`config.mk`:
```
export PLATFORM = sky130hd
export DESIGN_NAME = enoc_packet_sink
export DESIGN_NICKNAME = d
export VERILOG_FILES = /design/src/rtl/enoc_packet_sink.sv
export SDC_FILE = /design/constraint.sdc
export NUM_CORES = 1
export LEC_CHECK = 0
export CORE_MARGIN = 2
export CORE_UTILIZATION = 57
export DETAILED_ROUTE_END_ITERATION = 7
export HOLD_SLACK_MARGIN = 0.06
export PLACE_DENSITY = 0.87
export SLEW_MARGIN = 10
export SYNTH_ARGS = -nofsm -noshare
export SYNTH_HDL_FRONTEND = slang
export SYNTH_SLANG_ARGS = --single-unit
```
`constraint.sdc`:
```
create_clock -name clk -period 8.76 [get_ports clk]
set_input_delay 1.314 -clock clk [delete_from_list [all_inputs] [get_ports clk]]
set_output_delay 1.314 -clock clk [all_outputs]
set_load 0.02 [all_outputs]
```
`src/rtl/enoc_packet_sink.sv`:
```
// ENoC ejection endpoint: small FIFO with throttled drain plus windowed packet/latency statistics.
// Optional per-source sequence check is compiled in with ENOC_SINK_SEQ_CHECK_EN.
module enoc_packet_sink #(
  parameter int NODE_ID = 0,
  parameter int ADDR_W  = 4,
  parameter int SEQ_W   = 8,
  parameter int TS_W    = 16,
  parameter int DATA_W  = 32,
  parameter int DEPTH   = 4,
  parameter int N_NODES = 16
) (
  input  logic                                     clk,
  input  logic                                     reset_n,
  input  logic [2*ADDR_W+SEQ_W+TS_W+DATA_W-1:0]    i_data,
  input  logic                                     i_data_val,
  output logic                                     o_en,
  input  logic                                     i_sink_en,
  input  logic [TS_W-1:0]                          i_time,
  input  logic                                     i_start,
  input  logic                                     i_stop,
  output logic                                     o_active,
  output logic                                     o_done,
  output logic [31:0]                              o_pkt_count,
  output logic [15:0]                              o_misroute,
  output logic [31:0]                              o_lat_sum,
  output logic [TS_W-1:0]                          o_lat_max,
  output logic [15:0]                              o_seq_err
);

  localparam int AW    = $clog2(DEPTH);
  localparam int HDR_W = 2*ADDR_W + SEQ_W + TS_W;

  typedef enum logic [1:0] {IDLE, MEASURE, DONE} state_e;

  // Only the header is stored; the payload is consumed at the port.
  logic [HDR_W-1:0] mem_q [DEPTH];
  logic [AW:0]      wr_q, rd_q;
  logic             empty, full, push, pop;

  logic [HDR_W-1:0]  head;
  logic [ADDR_W-1:0] h_dest, h_src;
  logic [SEQ_W-1:0]  h_seq;
  logic [TS_W-1:0]   h_ts, lat;

  state_e           state_q;
  logic [31:0]      cnt_q, cnt_d;
  logic [15:0]      mis_q, mis_d;
  logic [31:0]      sum_q, sum_d;
  logic [TS_W-1:0]  max_q, max_d;
  logic [32:0]      sum_wide;
  logic             count_pop;

  assign empty = (wr_q == rd_q);
  assign full  = (wr_q[AW] != rd_q[AW]) && (wr_q[AW-1:0] == rd_q[AW-1:0]);
  assign o_en  = !full;
  assign push  = i_data_val && o_en;
  assign pop   = !empty && i_sink_en;

  assign head   = mem_q[rd_q[AW-1:0]];
  assign h_dest = head[HDR_W-1 -: ADDR_W];
  assign h_src  = head[HDR_W-ADDR_W-1 -: ADDR_W];
  assign h_seq  = head[TS_W +: SEQ_W];
  assign h_ts   = head[TS_W-1:0];
  assign lat    = i_time - h_ts;

  // A pop in the i_start cycle belongs to no window.
  assign count_pop = pop && (state_q == MEASURE) && !i_start;

  always_ff @(posedge clk) begin
    if (push) mem_q[wr_q[AW-1:0]] <= i_data[DATA_W +: HDR_W];
  end

  always_ff @(posedge clk or negedge reset_n) begin
    if (!reset_n) begin
      wr_q <= '0;
      rd_q <= '0;
    end else begin
      if (push) wr_q <= wr_q + 1'b1;
      if (pop)  rd_q <= rd_q + 1'b1;
    end
  end

  always_comb begin
    cnt_d    = (cnt_q == '1) ? cnt_q : cnt_q + 32'd1;
    mis_d    = (h_dest != ADDR_W'(NODE_ID) && mis_q != '1) ? mis_q + 16'd1 : mis_q;
    sum_wide = {1'b0, sum_q} + 33'(lat);
    sum_d    = sum_wide[32] ? '1 : sum_wide[31:0];
    max_d    = (lat > max_q) ? lat : max_q;
  end

  always_ff @(posedge clk or negedge reset_n) begin
    if (!reset_n) begin
      state_q <= IDLE;
      cnt_q   <= '0;
      mis_q   <= '0;
      sum_q   <= '0;
      max_q   <= '0;
    end else if (i_start) begin
      state_q <= MEASURE;
      cnt_q   <= '0;
      mis_q   <= '0;
      sum_q   <= '0;
      max_q   <= '0;
    end else begin
      if (count_pop) begin
        cnt_q <= cnt_d;
        mis_q <= mis_d;
        sum_q <= sum_d;
        max_q <= max_d;
      end
      if (state_q == MEASURE && i_stop) state_q <= DONE;
    end
  end

  assign o_active    = (state_q == MEASURE);
  assign o_done      = (state_q == DONE);
  assign o_pkt_count = cnt_q;
  assign o_misroute  = mis_q;
  assign o_lat_sum   = sum_q;
  assign o_lat_max   = max_q;

`ifdef ENOC_SINK_SEQ_CHECK_EN
  logic [SEQ_W-1:0] exp_q [N_NODES];
  logic [15:0]      serr_q;
  logic             src_ok;

  assign src_ok = (32'(h_src) < 32'(N_NODES));

  // The table tracks every pop so it resyncs outside the window too.
  always_ff @(posedge clk or negedge reset_n) begin
    if (!reset_n) begin
      for (int i = 0; i < N_NODES; i++) exp_q[i] <= '0;
      serr_q <= '0;
    end else begin
      if (pop && src_ok) exp_q[h_src] <= h_seq + 1'b1;
      if (i_start) serr_q <= '0;
      else if (count_pop && src_ok && h_seq != exp_q[h_src] && serr_q != '1)
        serr_q <= serr_q + 16'd1;
    end
  end

  assign o_seq_err = serr_q;

  logic unused_bits;
  assign unused_bits = ^i_data[DATA_W-1:0];
`else
  assign o_seq_err = '0;

  logic unused_bits;
  assign unused_bits = ^{i_data[DATA_W-1:0], h_src, h_seq};
`endif

endmodule

```
* Word level (Yosys, flattened, before mapping)
Memory sizes are Yosys's and may differ from the RTL's. Cells that the tools add are included. Widths: inputs -> output; s select.
Operators by class: equality and inequality tests 8, reductions and logical operators 18, add/sub/neg operators 6, order comparisons 1, mux-type cells 16
Operators with widths (number):
- $mux 32 | 6
- $mux 16 | 6
- $add 32x16->33 | 1
- $add 32x1->32 const B | 1
- $eq 32x32->1 const B | 1
- $add 16x1->16 const B | 1
- $gt 16x16->1 | 1
- $ne 16x16->1 const B | 1
- $sub 16x16->16 | 1
- $reduce_bool 2->1 | 4
- $logic_and 1x1->1 | 7
- $add 3x1->3 const B | 2
- $reduce_and 2->1 | 3
- $mux 2 | 2
- $reduce_bool 4->1 | 1
- $eq 3x3->1 | 1
- $logic_not 1->1 | 3
- $eq 2x1->1 const B | 1
- $eq 2x2->1 | 1
- $eq 2x2->1 const B | 1
- $mux 1 | 2
- $ne 2x2->1 const B | 1
- $ne 1x1->1 | 1
Word-level totals: register bits 104, memory bits (writable) 128, output and inout bits 115, logic and storage cells 57, memories kept 1
Memories:
- mem_q | words 4, width 32, read ports 1, clocked after Yosys merged registers in 0, write ports 1, line 36 | logic [HDR_W-1:0] mem_q [DEPTH];

* Depth between registers and ports, before layout
Gate-level depths: netlist of the first run.
depth in word-level cells 7, mapped depth 22, gate-level depth less buffers 19

* Worst setup path before layout of the first run
No wires, ideal clock.
path kind register to register, from register rd_q[0], to register max_q[12] (netlist: o_lat_max[12]), setup time 87 ps, slack 3578 ps, buffers on the path 3, data arrival time 5095 ps, clock period less this slack 5182 ps, cell stages (with the launch flop) 23, required time 8673 ps, cell sequence dfrtp_1 -> buf_4 -> buf_1 -> mux4_2 -> ha_1 -> inv_1 -> fa_1 -> a211oi_1 -> o21ai_0 -> a31oi_1 -> o21bai_1 -> a21o_1 -> a21oi_1 -> xnor2_1 -> ha_1 -> and3_1 -> nand4_1 -> nor3_1 -> a211o_1 -> nand2_1 -> buf_2 -> a2111o_1 -> o211ai_1
On the way: longest elaborated chain between the ends 7, elaborated cells between the ends (all ways) 14, those cells by class 1 x add/sub; 1 x order compare; 1 x eq/ne; 3 x mux; 7 x reduce/logical; 1 x memory
RTL lines:
- start, declared | line 37 | logic [AW:0] wr_q, rd_q;
- start signal, assigned | line 79 | if (pop) rd_q <= rd_q + 1'b1;
- branches (longest 7 deep; another with $mem_v2 4x32)
- end signal, assigned | line 109 | max_q <= max_d;
- end, declared | line 49 | logic [TS_W-1:0] max_q, max_d;
Several ways; the timed one is not identified. The select of a mux whose other input is x is not followed. A chain may end at the register's enable or synchronous reset.

* Worst setup path after layout of the first run
from input i_time[0], to register max_q[12] (netlist: o_lat_max[12])
On the way: longest elaborated chain between the ends 4, elaborated cells between the ends (all ways) 7, those cells by class 1 x add/sub; 1 x order compare; 3 x mux; 2 x reduce/logical
RTL lines:
- start, declared | line 18 | input logic [TS_W-1:0] i_time,
- $sub 16x16->16 (*) | line 64 | assign lat = i_time - h_ts;
- $gt 16x16->1 / $mux 16 (equally long branches) | line 88 | max_d = (lat > max_q) ? lat : max_q;
- $reduce_bool 2->1 (no line) / $mux 16 (equally long branches)
- $reduce_and 2->1 (no line) / $mux 16 (equally long branches)
Mark *: on every way between the ends. The rest lies on a longest branch, timed or not. The select of a mux whose other input is x is not followed.

==> impl_results.md, run 1 <==
- Run status: complete, no violations
- H-Tree Level Count: 4
- Row cnt: 48
- Setup TNS: 0 ns
- Antenna violations before repair: 0
- IO Pins: between 200 and 250
- Slew margin rel.: 0.279
- CTS tree: done
- CTS Sinks: 184
- Worst Path Max Fanout: 22
- Switching share of power: 0.431
- Max clock buf depth: 2
- Flop pwr share: 0.267
- Final ANT Viol Nets: 0
- Fin crit period: 5.97 ns
- Int Pwr: 2.49 mW
- Leakage: 4.94 nW
- GRT Residual Overflow: 0
- Crit Path Class: in -> reg
- Area delta synth->final: 21.1%
- Synth Area in Adders: 0.0733
- Mux contribution to synthesized area: 0.0509
- Largest family of logic cells by synthesized area: simple AND/OR/NAND/NOR gates
- NetSw: 1.88 mW
- Clock power frac: 0.187
- Routed Wire Length: 23000 um
- First-pass GRT wire length: 37100 um
- Logic gate share of total power: 0.546
- Mapped Area: 10100 sq um
- Main synth FF type: dfrtp_1
- Fmax: between 150 and 200 MHz
- Flop and latch count out of synthesis: 184
- Reg clk slew, reported paths: 0.07 ns
- HPWL Detailed: 16000 um
- Largest net degree at the start of global routing: 74
- Fin crit share: 0.682
- Synth Area in XOR/XNOR: 0.0664
- Post-CTS Setup Bufs: 0
- Clock root cell: clkbuf_16
- DRT iter0 DRCs: 541
- Max Cap Viol: 0
- Vias in the first global route: approximately 7500
- Worst hold path type: reg -> reg
- PortBufs: 140
- Hold slack: slightly below 0.5 ns
- Initial Utilization: 0.584
- Syn Area/Cell: 11.1 sq um
- Total number of vias: 7621
- # DRC: 0
- Die width: 137 um
- Synth Instances: 912
- WL/cell: 18.0 um
- Die height: 137 um
- Register area share after synthesis: 0.495
- Cells resized by post-CTS repair: 0
- Total Routing Usage GR: 0.254
- Synth cell types: between 70 and 80
- Cell Pwr Density: 357 nW/um^2
- Drt pass-1 iters: 5
- Pre-CTS setup slack: 2.37 ns
- Fin nets: 1187
- Worst IR Drop VDD: 0.300 mV
- Post-synth ARST share: 0.565
- Clock Latency Late Sink: around 0.44 ns
- Setup violations, final: 0
- Startpoint types: input port
- Synth Warn #: 0
- Area of the multi-input gates: around 4700 sq um
- Post-layout util: 0.708
- Complex-gate fraction of the synthesized area: 0.131
- TritonCTS Buffers: 17
- Final hold vios: 0
- Vias per inst: roughly 5.9
- Count of hold-fix buffers inserted at cts: 0
- Crit path arrival time: 6.33 ns
- Final Power: 4.37 mW
- Final worst slack: 2.79 ns
- Core area: ~17000 sq um
- Sequential Area: 5000 sq um
- Die ar.: 18800 sq um
- Routability cong.: 0.920
- Actual slew at the worst max-slew pin: 1.08 ns
- Clock Skews: 0.0125 ns
- Worst Setup End Kind: register
- Layout cells sized above 1: 0.0701
- EDFF count, synth: 80
- Simple-Gate Fraction of Synth Area: 0.139
- Max Slew Vio Count: 0
- RSZ-0062 raised after global routing: false
- Fill cells: 1259
- Critical Path RT: 9.11 ns
==> layer usage <==
layer | track usage | vias to the layer above | share of wire
li1 | - | 3591 | -
met1 | 0.329 | 3729 | 0.43
met2 | 0.431 | 257 | 0.50
met3 | 0.0519 | 44 | 0.052
met4 | 0.0796 | 0 | 0.017
met5 | 0 | - | 0
==> cells in the mapped netlist, types with 5 or more instances <==
cell type / n / area, sq um
buf_4: 18 / 135
or3_1: 9 / 56.3
clkbuf_1: 19 / 71.3
a211oi_1: 10 / 75.1
nand2_1: 41 / 154
xnor2_1: 33 / 289
edfxtp_1: 80 / 2400
and4_1: 12 / 105
inv_1: 46 / 173
a31oi_1: 19 / 119
o21ai_0: 47 / 235
mux4_2: 17 / 383
o22ai_1: 5 / 31.3
nor4_1: 6 / 37.5
o21a_1: 7 / 52.6
and2_1: 7 / 43.8
dfrtp_1: 104 / 2600
nor2_1: 85 / 319
a21o_1: 15 / 113
ha_1: 56 / 701
buf_2: 10 / 50.1
and3_1: 23 / 144
nand3_1: 28 / 140
nand4_1: 16 / 100
nor3_1: 19 / 95.1
a21oi_1: 51 / 255
nand2b_1: 6 / 37.5
xor2_1: 38 / 333
mux2i_1: 12 / 120
==> worst paths after layout <==
kind | depth (start not counted) | startpoint | slack [ns] | to
max in group asynchronous | 2 | reset_n | 6.69 | o_pkt_count[22]
hold / removal | 1 | wr_q[2] | 0.49 | wr_q[2]
setup / recovery | 20 | i_time[0] | 2.79 | o_lat_max[12]
hold reg to reg | 1 | wr_q[2] | 0.49 | wr_q[2]
min in group asynchronous | 1 | reset_n | 0.80 | o_lat_sum[5]
setup reg to reg | 19 | rd_q[0] | 2.80 | o_lat_sum[25]
==> power groups by stage <==
stage / logic (mW) / clock network, mW / registers [mW]
6_report: 2.39 / 0.816 / 1.17
4_1_cts: 2.38 / 0.823 / 1.17
3_5_place_dp: 2.34 / 0 / 1.18
3_3_place_gp: 2.27 / 0 / 1.17
2_1_floorplan: 1.72 / 0 / 1.21
5_1_grt: 2.68 / 0.859 / 1.18
==> per-stage QoR <==
step                      cell area [sq um]  instances
after floorplan                       10200        927
after global placement                11600       1249
after detailed placement              11600       1249
after CTS                             12200       1281
after global routing                  12200       1281
final                                 12200       1282
==> kinds of logic (layout without fill, tap and decap cells) <==
| group | Yosys count | count (layout) |
|---|---|---|
| DFF | 184 | 184 |
| AOI/OAI and AO/OA | 197 | 197 |
| buffers and inverters | 95 | 224 |
| and+or+nand+nor | 273 | 273 |
| xor gates and xnor gates | 74 | 74 |
| other | 1 | 17 |
| muxes | 30 | 30 |
| adders and majority gates | 58 | 58 |
==> flip-flops by register name, indices dropped and copies added, names as in the netlist <==
signal / cells
o_pkt_count: 32
wr_q: 3
state_q: 2
mem_q: 80
o_lat_max: 16
o_misroute: 16
o_lat_sum: 32
rd_q: 3
==> cells in the final DEF (no fill, tap or decap), drive strengths merged, types with 28 or more instances in the layout <==
cell             n
a21oi           53
clkdlybuf4s50  138
dfrtp          104
edfxtp          80
ha              56
inv             54
nand2           41
nand3           28
nor2            85
o21ai           47
xnor2           33
xor2            41
==> critical path, cell delays in order <==
cell and delay (ns):
clkdlybuf4s50_1 0.39, inv_1 0.05, ha_1 0.15, inv_1 0.05, fa_1 0.42, a211oi_1 0.29, o21ai_0 0.14, a31oi_1 0.33
o21bai_1 0.17, a21o_1 0.22, a21oi_1 0.22, xnor2_1 0.14, ha_1 0.31, and3_1 0.15, nand4_1 0.11, nor3_1 0.35
a211o_1 0.29, nand2_1 0.54, or3_1 0.53, o211ai_1 0.16
==> cell type report <==
cell class / instances / area share
Sequential cell: 184 / 0.409
Timing Repair Buffer: 146 / 0.118
Multi-Input combinational cell: 648 / 0.385
Antenna cell: 1 / 0.000204
Clock buffer: 17 / 0.0348
Tap cell: 225 / 0.0230
Clock inverter: 15 / 0.0163
Inverter: 46 / 0.0141
(Power assumes the default switching activity.)
==> run 2: changes to the inputs <==
--- a/config.mk
+++ b/config.mk
@@ -6,10 +6,10 @@
 export NUM_CORES = 1
 export LEC_CHECK = 0
 export CORE_MARGIN = 2
-export CORE_UTILIZATION = 57
+export CORE_UTILIZATION = 53
 export DETAILED_ROUTE_END_ITERATION = 7
 export HOLD_SLACK_MARGIN = 0.06
-export PLACE_DENSITY = 0.87
+export PLACE_DENSITY = 0.82
 export SLEW_MARGIN = 10
 export SYNTH_ARGS = -nofsm -noshare
 export SYNTH_HDL_FRONTEND = slang
==> constraint.sdc (replaced) <==
create_clock -name clk -period 6.03 [get_ports clk]
set_input_delay 0.9045 -clock clk [delete_from_list [all_inputs] [get_ports clk]]
set_output_delay 0.9045 -clock clk [all_outputs]
set_load 0.02 [all_outputs]
==> run 2 against run 1 <==
Against the previous run: sequential power rose by 45%; count of clock-buffer cells in the layout did not move; sequential cell count did not move; clock skew barely moved; worst setup slack got worse by 2.4 ns; hold slack improved by 0.0095 ns; highest routed layer unchanged.
==> impl_results.md, run 2 (synthesis results as in run 1) <==
- Setup crit end: o_lat_max[12]
- Placed cells: 1261 (+0.96%)
- Final worst slack: 0.432 ns (-2.36 ns)
- DRT iter0 DRCs: 407 (-25%)
- Actual slew at the worst max-slew pin: 1.02 ns (-0.0591 ns)
- WL/cell: 17.6 um (-1.9%)
- Most common cell after layout, fill and taps aside: clkdlybuf4s50_1
- Row cnt: 50 (+4.2%)
- Antenna violations before repair: 0 (unchanged)
- CP top delay family: compound AO/OA/AOI/OAI gates
- Fin crit share: 0.928
- # DRC: 0 (unchanged)
- Critical Path RT: 6.37 ns (-2.74 ns)
- Final Power: 6.34 mW (+45%)
- Worst Path Max Fanout: 14 (-36%)
- GRT Residual Overflow: 0 (unchanged)
- Max Cap Viol: 0 (unchanged)
- Crit Path Class: reg -> reg
- Fmax: approximately 180 MHz
- Setup violations, final: 0 (unchanged)
- Worst Reg-to-Reg Cells: 19 (unchanged)
- CP startpoint: rd_q[1]
- Crit path arrival time: 5.94 ns (-0.39 ns)
- Hold slack: 0.504 ns (+0.00953 ns)
- Buf+Inv Stages, Crit Path: 1 (-2)
- Worst flop-to-flop path startpoint: rd_q[1]
- Worst R2R Setup Slack: 0.43 ns (-2.37 ns)
- Post-route cell area: 12200 sq um (about the same)
- Final hold vios: 0 (unchanged)
- Layout cells sized above 1: 0.0728 (+0.00270)
- Max Slew Vio Count: 0 (unchanged)
- Total Routing Usage GR: 0.230 (-0.0243)
- Die width: 142 um (+3.6%)
- Crit path largest cell delay: 0.79 ns (+0.25 ns)
- Max clock buf depth: 2 (unchanged)
- Worst IR Drop VDD: 0.261 mV (-13%)
- Post-CTS Setup Bufs: 0 (unchanged)
- Cells resized by post-CTS repair: 0 (unchanged)
- First-pass GRT wire length: 36800 um (-0.85%)
- Clock root cell: clkbuf_16
- Clock Latency Late Sink: 0.43 ns (about the same)
- RSZ-0062 raised after global routing: false
- Fin crit period: 5.60 ns
- CTS tree: done
- Post-layout util: 0.654 (-0.0532)
- Total number of vias: 7533 (-1.2%)
- Post-Place Cell Area: 11700 sq um (+0.40%)
- Worst-path cell chain: mux4_2, ha_1, inv_1, fa_1, a211oi_1, o21ai_0, a31oi_1, o21bai_1, a21o_1, a21oi_1, xnor2_1, ha_1, and3_1, nand4_1, nor3_1, a211o_1, nand2_1, a2111o_1, o211ai_1
- H-Tree Level Count: 4 (unchanged)
- Crit-path most repeated cell: ha_1
- Pre-CTS setup slack: 0.314 ns (-2.05 ns)
- Vias in the first global route: 7307 (-2.3%)
- Core area: 18700 sq um (+8.1%)
- Worst path slowest cell: dfrtp_1
- Initial Utilization: 0.540 (-0.0440)
- Setup TNS: 0 ns (unchanged)
- TritonCTS Buffers: 17 (unchanged)
- Slew margin rel.: 0.319 (+0.0394)
- Count of hold-fix buffers inserted at cts: 0 (unchanged)
- Startpoint types: register
- Worst Setup End Kind: register
- Most frequent cells in the layout: clkdlybuf4s50_1 (138), dfrtp_1 (104), nor2_1 (85)
- Fin nets: 1190 (+0.25%)
- CTS Sinks: 184 (unchanged)
- Number of flip-flops in the largest register: 80 (unchanged)
- WP depth: 19 (-5.0%)
- Area delta synth->final: 21.1% (about the same)
- HPWL Detailed: 16200 um (+1.2%)
- Routed Wire Length: 22800 um (-1.1%)
- Run status: complete, no violations
- Die ar.: 20200 sq um (+7.3%)
- Diodes inserted: 0 (-1)
- Routability cong.: 0.931 (+1.2%)
- Die height: 142 um (+3.6%)
- IO Pins: 201 (unchanged)
- Largest net degree at the start of global routing: 70 (-5.4%)
- Final ANT Viol Nets: 0 (unchanged)
- PortBufs: 140 (unchanged)
- Clock Skews: 0.0128 ns (+0.000306 ns)
- Worst hold path type: reg -> reg
- Reg2Reg Capture Point: o_lat_max[12]
- Reg clk slew, reported paths: 0.07 ns (about the same)
- Vias per inst: 5.83 (-1.9%)
- Drt pass-1 iters: 6 (+1)
- Cell Pwr Density: 518 nW/um^2 (+45%)
- Fin cells: 1292 (+0.78%)
- Leakage: 4.94 nW (about the same)
## run 2: cell count changes in the layout (fill, tap and decap cells not counted)
cell	before	now
clkinv_4	0	1
inv_12	1	0
inv_8	5	4
inv_6	2	5
buf_12	0	1
clkinv_1	1	0
clkinvlp_2	0	1
clkinv_2	1	0
diode_2	1	0
clkinv_8	2	1
buf_4	7	9
bufinv_16	2	1
## run 2: where the power goes
part | switching [mW] | internal (mW)
Clock | 0.531 | 0.589
Combinational | 2.07 | 1.45
Sequential | 0.152 | 1.55
Total | 2.75 | 3.59
## run 2: per-layer routing
layer / track usage / vias up / share of wire
met3: 0.0437 / 31 / 0.047
met2: 0.385 / 208 / 0.50
li1: - / 3589 / -
met5: 0 / - / 0
met4: 0.0642 / 0 / 0.015
met1: 0.308 / 3705 / 0.44
## run 2: worst min path at each step
stage	startpoint	to	depth (start not counted)
after detailed placement	wr_q[2]	wr_q[2]	1
after global routing	wr_q[2]	wr_q[2]	1
after global placement	rd_q[2]	rd_q[2]	1
after floorplan	wr_q[2]	wr_q[2]	1
after CTS	wr_q[2]	wr_q[2]	1
final	wr_q[2]	wr_q[2]	1
## run 2: final cells by class
class / count / area (sq um)
fillers: 1387 / 6460
multi-input cells: 648 / 4710
flip-flops and latches: 184 / 5000
repair buffers: 149 / 1470
inverters: 46 / 173
well taps: 234 / 293
clock inverters: 14 / 156
clock buffers: 17 / 425
## run 2: worst register-to-register path: stages, from the launching register on
cell      delay (ns)
dfrtp_1         0.79
mux4_2          0.34
ha_1            0.15
inv_1           0.05
fa_1            0.43
a211oi_1        0.30
o21ai_0         0.15
a31oi_1         0.32
o21bai_1        0.16
a21o_1          0.21
a21oi_1         0.24
xnor2_1         0.14
ha_1            0.32
and3_1          0.16
nand4_1         0.11
nor3_1          0.40
a211o_1         0.32
nand2_1         0.32
a2111o_1        0.50
o211ai_1        0.10
